`src/rtl/jpeg_stream_arbiter.sv`:
```
// Round-robin, whole-image arbiter that shares one word-stream JPEG decoder
// between NUM_SRC sources; the grant is held until frame done or drain timeout.
module jpeg_stream_arbiter #(
   parameter int NUM_SRC       = 4,
   parameter int SRC_W         = $clog2(NUM_SRC),
   parameter int DRAIN_TIMEOUT = 65535
) (
   input  logic                 clock,
   input  logic                 reset,
   input  logic [NUM_SRC*32-1:0] src_data,
   input  logic [NUM_SRC-1:0]   src_valid,
   output logic [NUM_SRC-1:0]   src_stall,
   output logic [31:0]          dec_data,
   output logic                 dec_valid,
   input  logic                 dec_stall,
   input  logic                 dec_frame_done,
   output logic [SRC_W-1:0]     grant_id,
   output logic                 busy,
   output logic                 timeout_err
);

   typedef enum logic [1:0] {
      ST_IDLE,
      ST_HEADER,
      ST_PAYLOAD,
      ST_DRAIN
   } state_t;

   localparam logic [31:0] DRAIN_LAST = 32'(DRAIN_TIMEOUT - 1);

   state_t           state_reg, state_next;
   logic [SRC_W-1:0] grant_reg, grant_next;
   logic [SRC_W-1:0] rr_ptr_reg, rr_ptr_next;
   logic [31:0]      byte_cnt_reg, byte_cnt_next;
   logic [31:0]      drain_cnt_reg, drain_cnt_next;
   logic             timeout_reg, timeout_next;

   logic [31:0]      src_word [NUM_SRC];
   logic [SRC_W-1:0] pick;
   logic [SRC_W-1:0] grant_inc;
   logic             any_req;
   logic             streaming;
   logic             xfer;

   function automatic logic [SRC_W-1:0] wrap_add(input logic [SRC_W-1:0] base, input int offset);
      int sum;
      sum = int'(base) + offset;
      if (sum >= NUM_SRC) sum = sum - NUM_SRC;
      return SRC_W'(sum);
   endfunction

   assign streaming = (state_reg == ST_HEADER) || (state_reg == ST_PAYLOAD);

   generate
      for (genvar gi = 0; gi < NUM_SRC; gi++) begin : g_src
         assign src_word[gi]  = src_data[32*gi +: 32];
         // Only the granted source sees the decoder's stall; everyone else waits.
         assign src_stall[gi] = (streaming && (grant_reg == SRC_W'(gi))) ? dec_stall : 1'b1;
      end
   endgenerate

   assign dec_data    = src_word[grant_reg];
   assign dec_valid   = streaming && src_valid[grant_reg];
   assign xfer        = dec_valid && !dec_stall;
   assign any_req     = |src_valid;
   assign grant_inc   = (grant_reg == SRC_W'(NUM_SRC - 1)) ? '0 : grant_reg + SRC_W'(1);
   assign grant_id    = grant_reg;
   assign busy        = (state_reg != ST_IDLE);
   assign timeout_err = timeout_reg;

   // Scan from the far end back towards rr_ptr so the nearest requester wins.
   always_comb begin
      pick = rr_ptr_reg;
      for (int k = NUM_SRC - 1; k >= 0; k--) begin
         if (src_valid[wrap_add(rr_ptr_reg, k)]) pick = wrap_add(rr_ptr_reg, k);
      end
   end

   always_comb begin
      state_next     = state_reg;
      grant_next     = grant_reg;
      rr_ptr_next    = rr_ptr_reg;
      byte_cnt_next  = byte_cnt_reg;
      drain_cnt_next = drain_cnt_reg;
      timeout_next   = 1'b0;
      case (state_reg)
         ST_IDLE: begin
            if (any_req) begin
               grant_next = pick;
               state_next = ST_HEADER;
            end
         end
         ST_HEADER: begin
            if (xfer) begin
               byte_cnt_next = dec_data;
               // A zero-length header aborts the image without waiting for the decoder.
               if (dec_data == 32'd0) begin
                  state_next  = ST_IDLE;
                  rr_ptr_next = grant_inc;
               end else begin
                  state_next = ST_PAYLOAD;
               end
            end
         end
         ST_PAYLOAD: begin
            if (xfer) begin
               byte_cnt_next = (byte_cnt_reg >= 32'd4) ? byte_cnt_reg - 32'd4 : 32'd0;
               if (byte_cnt_reg <= 32'd4) begin
                  state_next     = ST_DRAIN;
                  drain_cnt_next = 32'd0;
               end
            end
         end
         ST_DRAIN: begin
            drain_cnt_next = drain_cnt_reg + 32'd1;
            if (dec_frame_done) begin
               state_next  = ST_IDLE;
               rr_ptr_next = grant_inc;
            end else if (drain_cnt_reg == DRAIN_LAST) begin
               timeout_next = 1'b1;
               state_next   = ST_IDLE;
               rr_ptr_next  = grant_inc;
            end
         end
         default: state_next = ST_IDLE;
      endcase
   end

   always_ff @(posedge clock) begin
      if (reset) begin
         state_reg     <= ST_IDLE;
         grant_reg     <= '0;
         rr_ptr_reg    <= '0;
         byte_cnt_reg  <= '0;
         drain_cnt_reg <= '0;
         timeout_reg   <= 1'b0;
      end else begin
         state_reg     <= state_next;
         grant_reg     <= grant_next;
         rr_ptr_reg    <= rr_ptr_next;
         byte_cnt_reg  <= byte_cnt_next;
         drain_cnt_reg <= drain_cnt_next;
         timeout_reg   <= timeout_next;
      end
   end

endmodule

```
`config.mk`:
```
export PLATFORM = sky130hd
export DESIGN_NAME = jpeg_stream_arbiter
export DESIGN_NICKNAME = d
export VERILOG_FILES = /design/src/rtl/jpeg_stream_arbiter.sv
export SDC_FILE = /design/constraint.sdc
export NUM_CORES = 1
export LEC_CHECK = 0
export ABC_CLOCK_PERIOD_IN_PS = 3200
export BUFFER_PORTS_ARGS = -buffer_cell sky130_fd_sc_hd__buf_2
export CORE_ASPECT_RATIO = 1.2
export CORE_MARGIN = 4
export CORE_UTILIZATION = 51
export DETAILED_ROUTE_END_ITERATION = 7
export PLACE_DENSITY = 0.82
export SYNTH_ARGS = -nofsm -noshare
export SYNTH_HDL_FRONTEND = slang
export SYNTH_SLANG_ARGS = --single-unit
```
`constraint.sdc`:
```
create_clock -name clock -period 3.2 [get_ports clock]
set_input_delay 0.48 -clock clock [delete_from_list [all_inputs] [get_ports clock]]
set_output_delay 0.48 -clock clock [all_outputs]
set_load 0.02 [all_outputs]
```
[After elaboration in Yosys (flattened, before gate mapping)]
Index checks and enable logic that the tools add are counted.
Word-level totals
  output and inout bits: 41
  bits of input ports: 136
  logic and storage cells: 112
  flip-flop bits (word level): 71
Cells by class
  reductions and logical operators: 22
  magnitude comparators: 12
  add/sub/neg operators: 10
  bitwise operators: 2
  equality and inequality tests: 13
  muxes and demuxes: 47
Operator list (count)
  two-way mux 32 bit: 7
  case mux 32 bit (2 select lines): 2
  binary-select mux 32 bit (select 2 bit): 1
  two-way mux 2 bit: 20
  adder 32 x 1 -> 32 bit, second input constant: 1
  equality test 32 x 16 -> 1 bit, second input constant: 1
  greater-or-equal comparator 32 x 3 -> 1 bit, second input constant: 1
  less-or-equal comparator 32 x 3 -> 1 bit, second input constant: 1
  logical NOT 32 bit: 1
  subtractor 32 x 3 -> 32 bit, second input constant: 1
  less-than comparator 2 x 3 -> 1 bit, second input constant: 5
  greater-or-equal comparator 3 bit, second input constant: 4
  binary-select mux 1 bit (select 2 bit): 5
  two-way mux 1 bit: 10
  equality test 2 bit, second input constant: 4
  case mux 2 bit (4 select lines): 1
  nonzero test 2 bit: 4
  subtractor 2 x 1 -> 2 bit, second input constant: 4
  adder 2 x 2 -> 3 bit, second input constant: 2
  logical AND 1 bit: 6
  != test 2 bit, second input constant: 3
  AND reduction 3 bit: 2
  AND reduction 5 bit: 1
  equality test 2 x 1 -> 1 bit, second input constant: 2
  other kinds (15): 17

[Longest topological paths before layout]
Gate-level depths: netlist of run 1.
  depth in word-level cells: 9
  gate-level depth with buffers: 11
  mapped depth without buffers: 9

[Worst setup path after synthesis of run 1]
OpenSTA, ideal clock, no wires.
  path type: reg2reg
  start: reg grant_reg[0], in the netlist grant_id[0]
  end: reg rr_ptr_reg[0]
  data arrival time: 2.653 ns
  period minus slack after synthesis: 2.724 ns
  path slack: 0.476 ns
  stages on the path, launching flop included: 10
  required time: 3.129 ns
  library setup time: 0.071 ns
  path buffers: 2
  cell sequence: dfxtp_1 > buf_2 > buf_2 > mux4_2 > nor4_1 > nand4_1 > nor2_1 > a31oi_1 > or3_1 > a21oi_1
On the way
  cells in the longest elaborated chain, start to end: 7
  elaborated cells on any way between the ends: 20
  those cells by class: add/sub (1); eq/ne (3); mux (11); bitwise (1); reduce/logical (4)
Ends and longest elaborated chain
  start, declared: RTL line 32  | logic [SRC_W-1:0] grant_reg, grant_next;
  start signal, assigned: RTL line 139  | grant_reg <= grant_next;
  inverter 2 -> 3 bit (not written as such): RTL line 62  | assign dec_data = src_word[grant_reg];
  binary-select mux 32 bit (select 2 bit): RTL line 62
  two-way mux 32 bit (not written as such) (2 in series): RTL line 62
  via dec_data[2]: RTL line 13  | output logic [31:0] dec_data,
  logical NOT 32 bit: RTL line 97  | if (dec_data == 32'd0) begin
  != test 2 x 1 -> 1 bit (no source line)
  AND reduction 4 bit (no source line)
  end signal, assigned: RTL line 140  | rr_ptr_reg <= rr_ptr_next;
  end, declared: RTL line 33  | logic [SRC_W-1:0] rr_ptr_reg, rr_ptr_next;
The timed path passes the listed nets, and every way through them passes these cells. The select of a mux whose other input is x is not followed.
A chain may end at the register's enable or synchronous reset.

[Worst setup path after layout of run 1]
  start: reg grant_reg[0], in the netlist grant_id[0]
  end: reg rr_ptr_reg[0]
On the way
  cells in the longest elaborated chain, start to end: 7
  elaborated cells on any way between the ends: 20
  those cells by class: add/sub (1); eq/ne (3); mux (11); bitwise (1); reduce/logical (4)
Ends and longest elaborated chain (RTL line)
  inverter 2 -> 3 bit (not written as such): 62
  binary-select mux 32 bit (select 2 bit): 62
  two-way mux 32 bit (not written as such) (2 in series): 62
  logical NOT 32 bit: 97
  != test 2 x 1 -> 1 bit (no source line)
  AND reduction 4 bit (no source line)
Several ways; a longest one is shown, not always the timed one. The select of a mux whose other input is x is not followed.

==> results of run 1 <==
==> what timing repair did <==
| item | in CTS | in global routing |
|---|---|---|
| endpoints found under the setup margin | 0 | 3 |
| setup buffers | 0 | 1 |
| hold buffers | 0 | 0 |
==> layout make-up <==
| type | count | area, sq um | area share, % |
|---|---|---|---|
| Multi-Input combinational cell | 451 | 3208 | 52.40 |
| Inverter | 20 | 75.07 | 1.226 |
| Clock inverter | 5 | 103.9 | 1.696 |
| Timing Repair Buffer | 191 | 1006 | 16.43 |
| Clock buffer | 11 | 151.4 | 2.473 |
| Sequential cell | 71 | 1423 | 23.24 |
| Antenna cell | 2 | 5.005 | 0.08175 |
| Tap cell | 120 | 150.1 | 2.452 |
==> per-layer routing <==
layer | share of wire, % | vias up | global-route usage (%)
li1 | - | 2470 | -
met1 | 37 | 2569 | 34.08
met2 | 51 | 366 | 55.29
met3 | 8.7 | 54 | 5.886
met4 | 3.6 | 0 | 12.83
met5 | 0 | - | 0
==> worst paths after layout <==
kind	start	to	depth (start not counted)
hold / removal	dec_frame_done	timeout_err	2
setup reg to reg	grant_id[0]	rr_ptr_reg[0]	8
hold reg to reg	byte_cnt_reg[15]	byte_cnt_reg[15]	2
setup / recovery	grant_id[0]	rr_ptr_reg[0]	8
==> power groups by stage <==
stage | Sequential [mW] | Combinational (mW) | Clock, mW
finish | 0.995 | 1.58 | 0.913
global route | 1.00 | 1.70 | 0.959
CTS | 0.994 | 1.56 | 0.915
detailed placement | 1.01 | 1.54 | 0
global placement | 1.01 | 1.50 | 0
floorplan | 0.994 | 1.09 | 0
==> cell usage after synthesis (9+ instances only) <==
| cell | instances | area, sq um |
|---|---|---|
| ha_1 | 12 | 150.1 |
| a22oi_1 | 12 | 90.09 |
| xnor2_1 | 14 | 122.6 |
| clkbuf_1 | 20 | 75.07 |
| dfxtp_1 | 71 | 1421 |
| nor2_1 | 76 | 285.3 |
| nor3_1 | 17 | 85.08 |
| mux4_2 | 33 | 743.2 |
| a21oi_1 | 40 | 200.2 |
| xor2_1 | 12 | 105.1 |
| o21ai_0 | 42 | 210.2 |
| nor4_1 | 18 | 112.6 |
| nand4_1 | 14 | 87.58 |
| nand2_1 | 60 | 225.2 |
| nand3_1 | 12 | 60.06 |
| inv_1 | 20 | 75.07 |
| or3_1 | 9 | 56.30 |
==> kinds of logic after synthesis <==
group	count (synthesis)
xor gates and xnor gates	26
muxes	35
and+or+nand+nor	248
adders and majority gates	12
DFF	71
AOI/OAI and AO/OA	130
buffers and inverters	55
==> metrics by stage <==
stage	utilization, %	hold WS, ps
floorplan	-	449.3
global placement	63.80	466.2
detailed placement	63.80	486.4
CTS	66.58	299.9
global route	66.72	303.6
finish	66.72	298.3
==> key figures, run 1 <==
Placed design
  • Dpl ws: 263.7 ps
  • Cells after DPL: approximately 850
  • IO buf count: roughly 180
  • Area post-placement: 0.005854 sq mm
  • Final HPWL DP: ~13,000 um
  • Gp weighted congestion: 0.9255

Clock tree
  • CTS H-tree depth: 3
  • Clk buf depth: 2
  • Num CTS Buffers: 9
  • CTS tree: done
  • Post-CTS resize count: 0
  • CTS root buffer: clkbuf_8
  • Clock transition at path regs: 80 ps
  • Clk_lat worst skew: 350 ps
  • Clk sink count: 71

Worst setup path
  • Critical Path Fanout Max: 13
  • CP Launch Type: register
  • Critical Path AT: approximately 3300 ps
  • Crit path kind: register to register
  • Cell family with most CP delay: simple AND/OR/NAND/NOR gates
  • Critical Path RT: 3480 ps
  • Worst reg-to-reg setup slack: 240 ps
  • Crit-path cells: buf_4, mux4_2, nor4_1, nand4_1, nor2_1, a31oi_1, or3_1, a21oi_1
  • Worst path max stage delay: 580 ps
  • Buffers & Inverters on Critical Path: 1
  • CP endpoint kind: register
  • Slowest stage cell, crit path: dfxtp_2

Synthesis
  • Seq/Total Area, Yosys: 29.23%
  • Synth Instances: 577
  • Post-Synth XOR/XNOR Area: approximately 4.7%
  • Async S/R FF share, synth: 0%
  • Synth Warn #: 0
  • Synth Area per Inst: 8.429 sq um
  • Ys flop type: dfxtp_1
  • Adder-cell share of the synthesized area: 3.087%
  • Mapped Area: 0.004863 sq mm
  • Yosys reg bits: 71
  • Synth Area in Compound Gates: 16.59%
  • Largest family of logic cells by synthesized area: simple AND/OR/NAND/NOR gates
  • Post-synthesis simple-gate area fraction: roughly a quarter
  • Distinct cells, synth: 54
  • Mux contribution to synthesized area: roughly 16%
  • Post-synth EDFFs: 0
  • Post-Syn Nets: 725

Detailed routing
  • Total Wirelength: 17,000 um
  • DRC: 0
  • Post-route ant nets: 0
  • Via count: 5,459
  • Vias per cell: ~6.3
  • First drt pass iteration count: 6
  • DR WL/cell: a little under 20 um
  • DRT iter0 DRCs: 478

Global route
  • GRT Total Usage: between 30% and 40%
  • Pin count of the biggest net entering global routing: 43
  • First-pass GRT wire length: 27,080 um
  • Initial antenna violation count: 2
  • Vias in the first global route: 5,502
  • GR Overflow Total: 0

STA
  • Finish-stage setup viols: 0
  • Worst-margin pin slew: 647.5 ps
  • Slack of the critical path: 236.1 ps
  • Crit share post-route: 92.62%
  • Layout Skew: roughly 11 ps
  • Achievable frequency: 337.4 MHz
  • Final Hold Fails: 0
  • Min cycle time layout: 2964 ps
  • RSZ-0062 raised after global routing: no
  • Rel. slew slack: 56.67%
  • Setup_tns: 0 ps
  • Final count of pins violating max slew: 0

Power
  • Sw frac: roughly two fifths
  • Total chip power: 3.486 mW
  • P per Cell Area: ~570 mW/mm^2
  • Combinational power share: 45.2%
  • P_int: 2.084 mW
  • Sw Pwr: around 1.4 mW
  • Leakage: between 2 and 2.5 nW
  • Worst VDD drop: 0.3431 mV
  • Seq pwr share: between 20% and 30%
  • Clock network power share: 26.2%

Final layout
  • P&R area growth vs syn: 25.88%
  • FILL cells: about 760
  • Most common cell after layout, fill and taps aside: buf_2
  • Fraction of layout cells with a size suffix above 1: 33.91%
  • Finished Cell Area: between 0.006 and 0.007 sq mm
  • Final Non-Filler Cells: 871
  • NumNets Final: 892
  • Most frequent cells in the layout: 176 x buf_2, 76 x nor2_1, 70 x dfxtp_1

Floorplan
  • Die height: 115.0 um
  • Initial core utilization: 53.00%
  • Die Wd: 97.15 um
  • Rows: 38
  • Ports: 177
  • Core area: 0.009176 sq mm
  • Full die area: ~0.011 sq mm

Run status
  • Status: completed

Job
  • Max-Cap Viols: 0

Worst hold path
  • Worst Hold Class: input pin to register
No activity file was read; power rests on OpenSTA's default activity.
==> inputs of run 2 (changes only) <==
--- a/config.mk
+++ b/config.mk
@@ -5,13 +5,14 @@
 export SDC_FILE = /design/constraint.sdc
 export NUM_CORES = 1
 export LEC_CHECK = 0
+export ABC_AREA = 1
 export ABC_CLOCK_PERIOD_IN_PS = 3200
 export BUFFER_PORTS_ARGS = -buffer_cell sky130_fd_sc_hd__buf_2
 export CORE_ASPECT_RATIO = 1.2
 export CORE_MARGIN = 4
-export CORE_UTILIZATION = 51
+export CORE_UTILIZATION = 54
 export DETAILED_ROUTE_END_ITERATION = 7
-export PLACE_DENSITY = 0.82
+export PLACE_DENSITY = 0.83
 export SYNTH_ARGS = -nofsm -noshare
 export SYNTH_HDL_FRONTEND = slang
 export SYNTH_SLANG_ARGS = --single-unit
==> key figures, run 2 <==
Clock tree
  • Postcts setup bufs: 0
  • CTS Hold Bufs: 0
  • Num CTS Buffers: 9
  • CTS tree: done
  • Clk sink count: 71
  • CTS root buffer: clkbuf_16
  • Clk_lat worst skew: 330 ps
  • Clk buf depth: 2
  • Clock transition at path regs: ~60 ps
  • CTS H-tree depth: 3
  • Post-CTS resize count: 0

STA
  • Worst-margin pin slew: 938.7 ps
  • Final count of pins violating max slew: 0
  • Setup_tns: 0 ps
  • Rel. slew slack: 37.35%
  • Layout Skew: 9.199 ps
  • Crit share post-route: 82.73%
  • Finish-stage setup viols: 0
  • RSZ-0062 raised after global routing: no
  • Min cycle time layout: 2647 ps
  • Final Hold Fails: 0
  • Achievable frequency: 377.7 MHz

Worst setup path
  • Crit-path cells: inv_1, ha_1, inv_1, nor2_1, nand2_1, nor2_4, inv_1, nor2_1, a22oi_1, a21oi_1
  • CP endpoint kind: register
  • Critical Path Most Common Cell: inv_1
  • CP Launch Type: register
  • Slowest stage cell, crit path: nor2_1
  • Critical Path Fanout Max: 29
  • Critical Path RT: between 3000 and 4000 ps
  • Crit path kind: register to register
  • Critical Path AT: ~2900 ps
  • Buffers & Inverters on Critical Path: 3
  • Worst path max stage delay: 420 ps
  • Cell family with most CP delay: simple AND/OR/NAND/NOR gates

Synthesis
  • Mapped Area: 0.006108 sq mm
  • Ys flop type: dfxtp_1
  • Post-synth EDFFs: 0
  • Post-synth top cells: 375 x nand2_1, 125 x nor2_1, 111 x nand3_1, 97 x a21oi_1, 72 x inv_1
  • Yosys reg bits: 71
  • Synth Warn #: 0
  • Top cells by area, synth: dfxtp_1 23%, nand2_1 23%, nand3_1 9.1%, a21oi_1 7.9%, nor2_1 7.7%
  • Biggest area consumer among synthesized cells: dfxtp_1
  • Yosys top cell area share: 23.27%
  • Seq/Total Area, Yosys: 23.27%
  • Synth Instances: 1,069
  • Synth Area per Inst: 5.714 sq um
  • Async S/R FF share, synth: 0%
  • Distinct cells, synth: 39
  • Post-Syn Nets: 1,217
  • Count leader, synth: nand2_1

Detailed routing
  • Total Wirelength: 20,150 um
  • Vias per cell: 5.470
  • First drt pass iteration count: 5
  • Post-route ant nets: 0
  • DRC: 0
  • DR WL/cell: 14.95 um
  • DRT iter0 DRCs: 468
  • Via count: 7,374

Final layout
  • Fraction of layout cells with a size suffix above 1: 18.50%
  • Layout Utilization: 65.19%
  • Most frequent cells in the layout: 375 x nand2_1, 176 x buf_2, 125 x nor2_1
  • # diodes: 0
  • NumNets Final: ~1.4k
  • Most common cell after layout, fill and taps aside: nand2_1
  • P&R area growth vs syn: 17.78%

Power
  • Sw frac: 52.98%
  • Sw Pwr: 3.108 mW
  • P_int: 2.758 mW
  • Leakage: roughly 3.3 nW
  • Clock network power share: 16.7%
  • Seq pwr share: 19.0%
  • P per Cell Area: 815.3 mW/mm^2
  • Combinational power share: 64.3%
  • Worst VDD drop: 0.6137 mV

Placed design
  • IO buf count: approximately 180
  • Final HPWL DP: about 15,000 um
  • Gp weighted congestion: about 0.95

Worst hold path
  • Worst Hold Class: input pin to register

Floorplan
  • Rows: 42
  • Core area: between 0.01 and 0.015 sq mm
  • Initial core utilization: 55.35%
  • Full die area: 0.01308 sq mm
  • Ports: approximately 180
  • Die height: 124.5 um
  • Die Wd: about 110 um

Job
  • Max-Cap Viols: 0

Global route
  • Initial antenna violation count: 0
  • Pin count of the biggest net entering global routing: 67
  • GR Overflow Total: 0
  • GRT Total Usage: between 20 and 30%
  • First-pass GRT wire length: ~33,000 um
  • Vias in the first global route: approximately 6.9k

Run status
  • Status: completed
[run 2: logic make-up after synthesis]
| family | synth area share [%] |
|---|---|
| fa+ha+maj | 2.458 |
| compound gates | 12.54 |
| xor+xnor | 6.165 |
| simple gates | 45.76 |
| buf+inv | 9.811 |
| flops | 23.27 |
[run 2: power by group through the flow]
stage | logic [mW] | clock network (mW) | registers, mW
after floorplan | 2.87 | 0 | 1.08
after global placement | 3.68 | 0 | 1.13
after detailed placement | 3.71 | 0 | 1.13
after CTS | 3.74 | 0.983 | 1.11
after global routing | 4.17 | 1.03 | 1.13
final | 3.77 | 0.981 | 1.12
[run 2: layer usage]
layer	wire length (um)	track usage, %	up-vias
met3	1239	4.925	61
met1	8068	36.66	3306
li1	-	-	3712
met4	669	10.35	0
met2	10170	52.85	295
met5	0	0	-
[run 2: through the flow]
step	hold WS (ps)	area, sq um	setup WS, ps	std cells	power [mW]
2_1_floorplan	441.1	6108	1295	1069	3.957
3_3_place_gp	452.1	6903	763.6	1332	4.803
3_5_place_dp	461.0	6903	640.5	1332	4.844
4_1_cts	319.0	7194	565.9	1348	5.839
5_1_grt	312.3	7194	265.0	1348	6.334
6_report	325.0	7194	552.6	1348	5.866
[run 2: layout make-up]
class | instances | area [sq um]
clock buffer | 11 | 252.7
clock inverter | 5 | 38.79
fill | 1105 | 3841
inverter | 78 | 294.0
multi-input combinational | 868 | 4088
sequential | 71 | 1423
tap | 132 | 165.2
timing repair buffer | 183 | 933.4
[run 2: path summary, 6_finish.rpt]
check / start / slack [ps] / cells past startpoint / end
min: dec_frame_done / 320 / 2 / timeout_err
max reg2reg: state_reg[0] / 550 / 10 / byte_cnt_reg[3]
max: state_reg[0] / 550 / 10 / byte_cnt_reg[3]
min reg2reg: byte_cnt_reg[0] / 470 / 2 / byte_cnt_reg[0]
[run 2: worst reg2reg max path, delay by kind of cell (launching register included)]
| kind | cells | cell delay, ps |
|---|---|---|
| AND/OR/NAND/NOR | 4 | 1050 |
| AO/OA/AOI/OAI | 2 | 300 |
| adder cells (fa/ha/maj) | 1 | 290 |
| flip-flops | 1 | 390 |
| buffers and inverters | 3 | 530 |
